$ cat src/rtl/mmu_pkg.sv
// mmu_pkg: shared types and sizes for the MMU feeder.
// State encoding and lane geometry.
package mmu_pkg;

  localparam int LANES = 4;
  localparam int DW = 8;
  localparam int ROW_W = LANES * DW;

  typedef enum logic [1:0] {
    IDLE    = 2'd0,
    LOAD_WT = 2'd1,
    STREAM  = 2'd2,
    FLUSH   = 2'd3
  } state_t;

endpackage

$ cat src/rtl/skew_delay.sv
// skew_delay: reset-to-zero shift register.
// Output is the input delayed DEPTH cycles.
module skew_delay #(
  parameter int DEPTH = 1,
  parameter int DW = 8
) (
  input  logic          clk,
  input  logic          rst_n,
  input  logic [DW-1:0] d,
  output logic [DW-1:0] q
);

  logic [DW-1:0] sr [DEPTH];

  // shift one stage per cycle
  always_ff @(posedge clk or negedge rst_n) begin
    if (!rst_n) begin
      for (int i = 0; i < DEPTH; i++)
        sr[i] <= '0;
    end else begin
      sr[0] <= d;
      for (int i = 1; i < DEPTH; i++)
        sr[i] <= sr[i-1];
    end
  end

  assign q = sr[DEPTH-1];

endmodule

$ cat src/rtl/mmu_feeder.sv
// mmu_feeder: loads weights into the 4x4 MMU and
// streams diagonally skewed activation rows.
module mmu_feeder
  import mmu_pkg::*;
#(
  parameter int LANES = 4,
  parameter int DW = 8
) (
  input  logic                clk,
  input  logic                rst_n,
  input  logic                wt_valid,
  output logic                wt_ready,
  input  logic [LANES*DW-1:0] wt_in,
  input  logic                x_valid,
  output logic                x_ready,
  input  logic [LANES*DW-1:0] x_in,
  input  logic                x_last,
  output logic                control,
  output logic [LANES*DW-1:0] wt_arr,
  output logic [LANES*DW-1:0] data_arr,
  output logic                busy,
  output logic                done
);

  localparam int CW = (LANES > 2) ? $clog2(LANES) : 1;
  localparam logic [CW-1:0] WT_LAST = CW'(LANES - 1);
  localparam logic [CW-1:0] FL_LAST = CW'(LANES - 2);

  state_t        state, state_d;
  logic [CW-1:0] wt_cnt, wt_cnt_d;
  logic [CW-1:0] fl_cnt, fl_cnt_d;
  logic          done_d;
  logic          wt_acc, x_acc;
  logic [LANES*DW-1:0] feed;

  assign wt_acc = wt_valid && wt_ready;
  assign x_acc  = x_valid && x_ready;
  assign feed   = x_acc ? x_in : '0;
  assign busy   = (state != IDLE);

  // state and counters
  always_ff @(posedge clk or negedge rst_n) begin
    if (!rst_n) begin
      state  <= IDLE;
      wt_cnt <= '0;
      fl_cnt <= '0;
    end else begin
      state  <= state_d;
      wt_cnt <= wt_cnt_d;
      fl_cnt <= fl_cnt_d;
    end
  end

  // next state, counters and done
  always_comb begin
    state_d  = state;
    wt_cnt_d = wt_cnt;
    fl_cnt_d = fl_cnt;
    done_d   = 1'b0;
    unique case (state)
      IDLE, LOAD_WT: begin
        if (wt_acc) begin
          if (wt_cnt == WT_LAST) begin
            wt_cnt_d = '0;
            state_d  = STREAM;
          end else begin
            wt_cnt_d = wt_cnt + 1'b1;
            state_d  = LOAD_WT;
          end
        end
      end
      STREAM: begin
        if (x_acc && x_last) begin
          fl_cnt_d = '0;
          state_d  = FLUSH;
        end
      end
      FLUSH: begin
        if (fl_cnt == FL_LAST) begin
          fl_cnt_d = '0;
          state_d  = IDLE;
          done_d   = 1'b1;
        end else begin
          fl_cnt_d = fl_cnt + 1'b1;
        end
      end
      default: state_d = IDLE;
    endcase
  end

  // registered handshakes, weight drive and done
  always_ff @(posedge clk or negedge rst_n) begin
    if (!rst_n) begin
      control  <= 1'b0;
      wt_arr   <= '0;
      done     <= 1'b0;
      wt_ready <= 1'b0;
      x_ready  <= 1'b0;
    end else begin
      control  <= wt_acc;
      if (wt_acc)
        wt_arr <= wt_in;
      done     <= done_d;
      wt_ready <= (state_d == IDLE) ||
                  (state_d == LOAD_WT);
      x_ready  <= (state_d == STREAM);
    end
  end

  for (genvar k = 0; k < LANES; k++) begin : g_lane
    skew_delay #(
      .DEPTH(k + 1),
      .DW   (DW)
    ) u_dly (
      .clk  (clk),
      .rst_n(rst_n),
      .d    (feed[k*DW +: DW]),
      .q    (data_arr[k*DW +: DW])
    );
  end

endmodule

$ cat config.mk
export PLATFORM = sky130hd
export DESIGN_NAME = mmu_feeder
export DESIGN_NICKNAME = d
export VERILOG_FILES = /design/src/rtl/mmu_pkg.sv /design/src/rtl/skew_delay.sv /design/src/rtl/mmu_feeder.sv
export SDC_FILE = /design/constraint.sdc
export NUM_CORES = 1
export LEC_CHECK = 0
export ABC_AREA = 1
export CAP_MARGIN = 10
export CORE_MARGIN = 5
export CORE_UTILIZATION = 41
export DETAILED_ROUTE_END_ITERATION = 6
export HOLD_SLACK_MARGIN = 0.12
export PLACE_DENSITY = 0.76
export SETUP_SLACK_MARGIN = 0.02
export SLEW_MARGIN = 30
export SYNTH_ARGS = -nofsm -noshare
export SYNTH_HDL_FRONTEND = slang
export SYNTH_SLANG_ARGS = --single-unit
$ cat constraint.sdc
create_clock -name clk -period 1.05 [get_ports clk]
set_input_delay 0.315 -clock clk [delete_from_list [all_inputs] [get_ports clk]]
set_output_delay 0.315 -clock clk [all_outputs]
set_load 0.005 [all_outputs]
# Word level (Yosys, flattened, before mapping)
# Cells that the tools add are included.
# W data, S select, Z words.
[totals] reg_bits=122 input_bits=69 output_inout_bits=69
[op_classes] add_sub_neg=2 eq_ne=8 muxes=12 reduce_logical=11
[op_table] cell="$mux W32" n=1
[op_table] cell="$mux W2" n=7
[op_table] cell="$eq A2 B2 Y1 const B" n=5
[op_table] cell="$pmux W2 S3" n=1
[op_table] cell="$add A2 B1 Y2 const B" n=2
[op_table] cell="$eq A2 B1 Y1 const B" n=2
[op_table] cell="$logic_not A2 Y1" n=2
[op_table] cell="$pmux W2 S2" n=1
[op_table] cell="$reduce_and A2 Y1" n=2
[op_table] cell="$reduce_bool A2 Y1" n=2
[op_table] cell="$logic_and A1 B1 Y1" n=3
[op_table] cell="$mux W1" n=2
[op_table] cell="$ne A2 B2 Y1 const B" n=1
[op_table] cell="$reduce_or A2 Y1" n=1
[op_table] cell="$logic_or A1 B1 Y1" n=1

# Longest topological paths before layout
[depth] ltp_word=6 mapped_depth=5 mapped_depth_nobuf=5

# Hierarchy
# Synthesis repeated with hierarchy kept, for this count alone.
[unflattened] cells_unflattened=355 area_unflattened_um2=4087.7
[modules_own_cells] module="mmu_feeder" n_inst=1 cells_per_inst=251 area_each_um2=1905.6 seq_area_each_um2=1051.0
[modules_own_cells] module="skew_delay (g_lane[3].u_dly)" n_inst=1 cells_per_inst=40 area_each_um2=860.8 seq_area_each_um2=800.8
[modules_own_cells] module="skew_delay (g_lane[2].u_dly)" n_inst=1 cells_per_inst=32 area_each_um2=660.6 seq_area_each_um2=600.6
[modules_own_cells] module="skew_delay (g_lane[1].u_dly)" n_inst=1 cells_per_inst=24 area_each_um2=460.4 seq_area_each_um2=400.4
[modules_own_cells] module="skew_delay (g_lane[0].u_dly)" n_inst=1 cells_per_inst=8 area_each_um2=200.2 seq_area_each_um2=200.2

# Worst setup path after synthesis
# No wires, ideal clock.
[synth_path] kind="flip-flop to flip-flop" from="register wt_cnt[0]" to="register wt_cnt[0]" setup_ns=0.076 arrival_time_ns=0.957 required_ns=0.974 slack_ns=0.017 path_stages_with_launch=4 n_path_buf=0 synth_period_minus_slack_ns=1.033 path_cell_list="dfrtp_1 > ha_1 > or2_2 > o21ai_1"
[synth_between] elab_chain_cells=2 word_cells_on_any_way=3
[synth_lines] element="start, declared" line="mmu_feeder.sv:30" text="logic [CW-1:0] wt_cnt, wt_cnt_d;"
[synth_lines] element="start signal, assigned" line="mmu_feeder.sv:49" text="wt_cnt <= wt_cnt_d;"
[synth_lines] element="$add A2 B1 Y2 / $eq A2 B2 Y1 (equally long branches)" line="mmu_feeder.sv:67, mmu_feeder.sv:63"
[synth_lines] element="$mux W2 (*)" line="mmu_feeder.sv:63" text="if (wt_cnt == WT_LAST) begin"
# Mark *: on every way between the ends. The rest lies on a longest branch, timed or not.
# A chain may end at the register's enable or synchronous reset.

# Worst setup path in the final report
[layout_path] from="register state[0]" to="output busy"
[layout_between] elab_chain_cells=1
[layout_lines] element="start, declared" line="mmu_feeder.sv:29" text="state_t state, state_d;"
[layout_lines] element="start signal, assigned" line="mmu_feeder.sv:48" text="state <= state_d;"
[layout_lines] element="$reduce_bool A2 Y1" line="mmu_feeder.sv:39" text="assign busy = (state != IDLE);"
[layout_lines] element="end, declared" line="mmu_feeder.sv:21" text="output logic busy,"
# No other way between the ends.

==> results.toml <==
[route]
drtIter0Drc = 108
wl_um = 10800
routedWlPerCell_um = 15.5
antenna_left = 0
vias_per_cell = 4.44
first_pass_iters = 4
vias = 3080
drc = 0

[layout]
layout_common_cells = "122 x dfrtp_1, 69 x buf_2, 67 x clkdlybuf4s50_1, 58 x nand2_2, 52 x buf_4"
n_antenna_cell = 0
drive_gt1_share_pct = 47.3
final_common_cell = "dfrtp_1"
areaGrowthSynthToFinish_pct = 63.4
fillers = 680
final_cells = 693
fin_nets = 617

[logic_synthesis]
ys_async_sr_fraction_pct = 100
synthCells = 355
yosys.area.top_type_share_pct = 74.1
yosysTopAreaCell = "dfrtp_1"
synthesis.area_um2 = 4120
syn_area_per_cell_um2 = 11.6
synth_fp_nets = 425
ys_warn_count = 0
ys.flop_type = "dfrtp_1"
synth.area.top_cells = "dfrtp_1 74%, nand2_1 9.3%, buf_4 4.6%"
synth_seq_cells = 122
synth-edff-count = 0
ys_types = 16
seq_area_frac_synth_pct = 74.1

[clocking]
clock-sinks = 122
clkTransAtPathRegs_ps = 60
insertion_delay_ps = 500
cts_buffers = 17
clockRootBuffer = "clkbuf_8"
cts_tree = "yes"
cts_buffer_depth = 2
htreeDepth = 4

[setup_path]
crit_path_end_kind = "output pin"
cp_slowest_cell = "dfrtp_1"
cp-start-kind = "flip-flop"
cp_cell_sequence = "inv_2 > nand2_2 > buf_2"
max_stage_delay_ps = 400
worstSetupPathType = "reg -> out"
crit_required_ps = 730
cp.arrival_ps = 1140
cp_max_fo = 2

[die]
initial_core_util_pct = 42.2
rows = 36
die_x_um = 110
die-area_um2 = 12200
fp.dieH_um = 110
core_area_um2 = 9770
ios = 138

[outcome]
status = "finished with violations"
violations = "setup timing"

[sta]
worst_slew_pin_slew_ps = 366
whs_ps = 231
setup_slack_ps = -401
period_needed_ps = 1450
relSlewSlack_pct = 75.5
maxSlewViolCount = 0
post-route-period-util_pct = 138
fin_skew_ps = 4.23
fmax_mhz = 689
setup_viol = 106
hold_viol = 0
rsz0062_at_grt = "yes"

[global_routing]
grt_pass1_vias = 3205
antenna_found_initial = 0
grt_usage_pct = 16.9
grt_pass1_wl_um = 15300
grt_max_degree = 51
grt-ovfl-total = 0

[power_and_ir_drop]
p_total_mw = 18.2
static-leakage-power_nw = 3.70
power_density_nw_per_um2 = 2710
ir_worst_vdd_v = 0.00154

[worst_hold_path]
hold_path.class = "in -> async"

[placed_design]
dp_hpwl_um = 6100
place_inst = 613
place.gp.congestion = 0.731
numPortBuffers = 137

[run]
maxCapViolations = 0
==> layer usage <==
metal / wire [um] / global-route usage [%] / vias to the layer above / part of all wire (%)
li1: - / - / 1414 / -
met1: 3950 / 18.7 / 1532 / 37
met2: 6060 / 29.8 / 114 / 56
met3: 486 / 5.01 / 20 / 4.5
met4: 263 / 8.18 / 0 / 2.4
met5: 0 / 0 / - / 0
==> synth_stat cells, types with 2 or more instances <==
cell type	count
dfrtp_1	122
nand2_1	102
inv_1	39
nor2_1	36
buf_4	25
nand2_2	9
nand3_1	8
buf_2	5
buf_6	2
==> kinds of logic (layout without fill, tap and decap cells) <==
logic type      after synthesis  count (layout)  share of synthesized area (%)
fa+ha+maj                     1               1                          0.304
simple gates                157             157                           15.3
flops                       122             122                           74.1
compound gates                2               2                          0.334
buf+inv                      73             278                           9.96
==> state kept, by name (all words and copies together) (netlist names) <==
| register | count |
|---|---|
| g_lane.u_dly.q | 32 |
| done | 1 |
| state | 2 |
| fl_cnt | 2 |
| wt_cnt | 2 |
| control | 1 |
| wt_ready | 1 |
| wt_arr | 32 |
| x_ready | 1 |
| g_lane.u_dly.sr | 48 |
==> final timing paths <==
kind | start | end | slack (ps) | depth (start not counted)
worst max-delay path | state[0] | busy | -400 | 3
worst min-delay path | rst_n | wt_arr[19] | 230 | 2
worst max register to register | state[0] | state[0] | -350 | 10
worst min register to register | g_lane[1].u_dly.sr[15] | g_lane[1].u_dly.q[7] | 340 | 0
max in group asynchronous | rst_n | g_lane[2].u_dly.sr[16] | 320 | 3
min in group clk | x_in[3] | g_lane[0].u_dly.q[3] | 330 | 3
==> power breakdown <==
group	internal, mW	leakage (nW)	switching [mW]
clock	3.48	0.290	2.30
combinational	3.24	1.80	2.80
sequential	5.83	1.61	0.572
==> timing repair <==
item                       in CTS  in global routing
hold endpoints to repair      122                  0
gates cloned                    5                  1
pin swaps                      24                 20
gates resized for setup       329                 73
setup buffers                  30                 26
hold buffers                    1                  0
setup endpoints to repair     128                110
==> final cells by class <==
class	instances	area (um2)	share of cell area, %
well taps	133	166	2.47
multi-input cells	160	1010	15.0
clock buffers	17	414	6.15
flip-flops and latches	122	3050	45.3
clock inverters	15	180	2.67
repair buffers	206	1750	26.0
inverters	40	163	2.41
==> stage by stage <==
stage,setup TNS (ps),area [um2],setup WS (ps),util [%]
2_1_floorplan,0,4120,37.4,-
3_3_place_gp,-27460,5610,-326,57.4
3_5_place_dp,-30580,5610,-390,57.4
4_1_cts,-25140,6340,-422,64.9
5_1_grt,-28510,6740,-454,68.9
6_report,-24210,6740,-401,68.9
==> worst max-delay path: cells and delay by family (launching register included) <==
family,cells,cell delay (ps)
buffers and inverters,2,190
AND/OR/NAND/NOR,1,50
flip-flops,1,400
No activity file was read; power rests on OpenSTA's default activity.
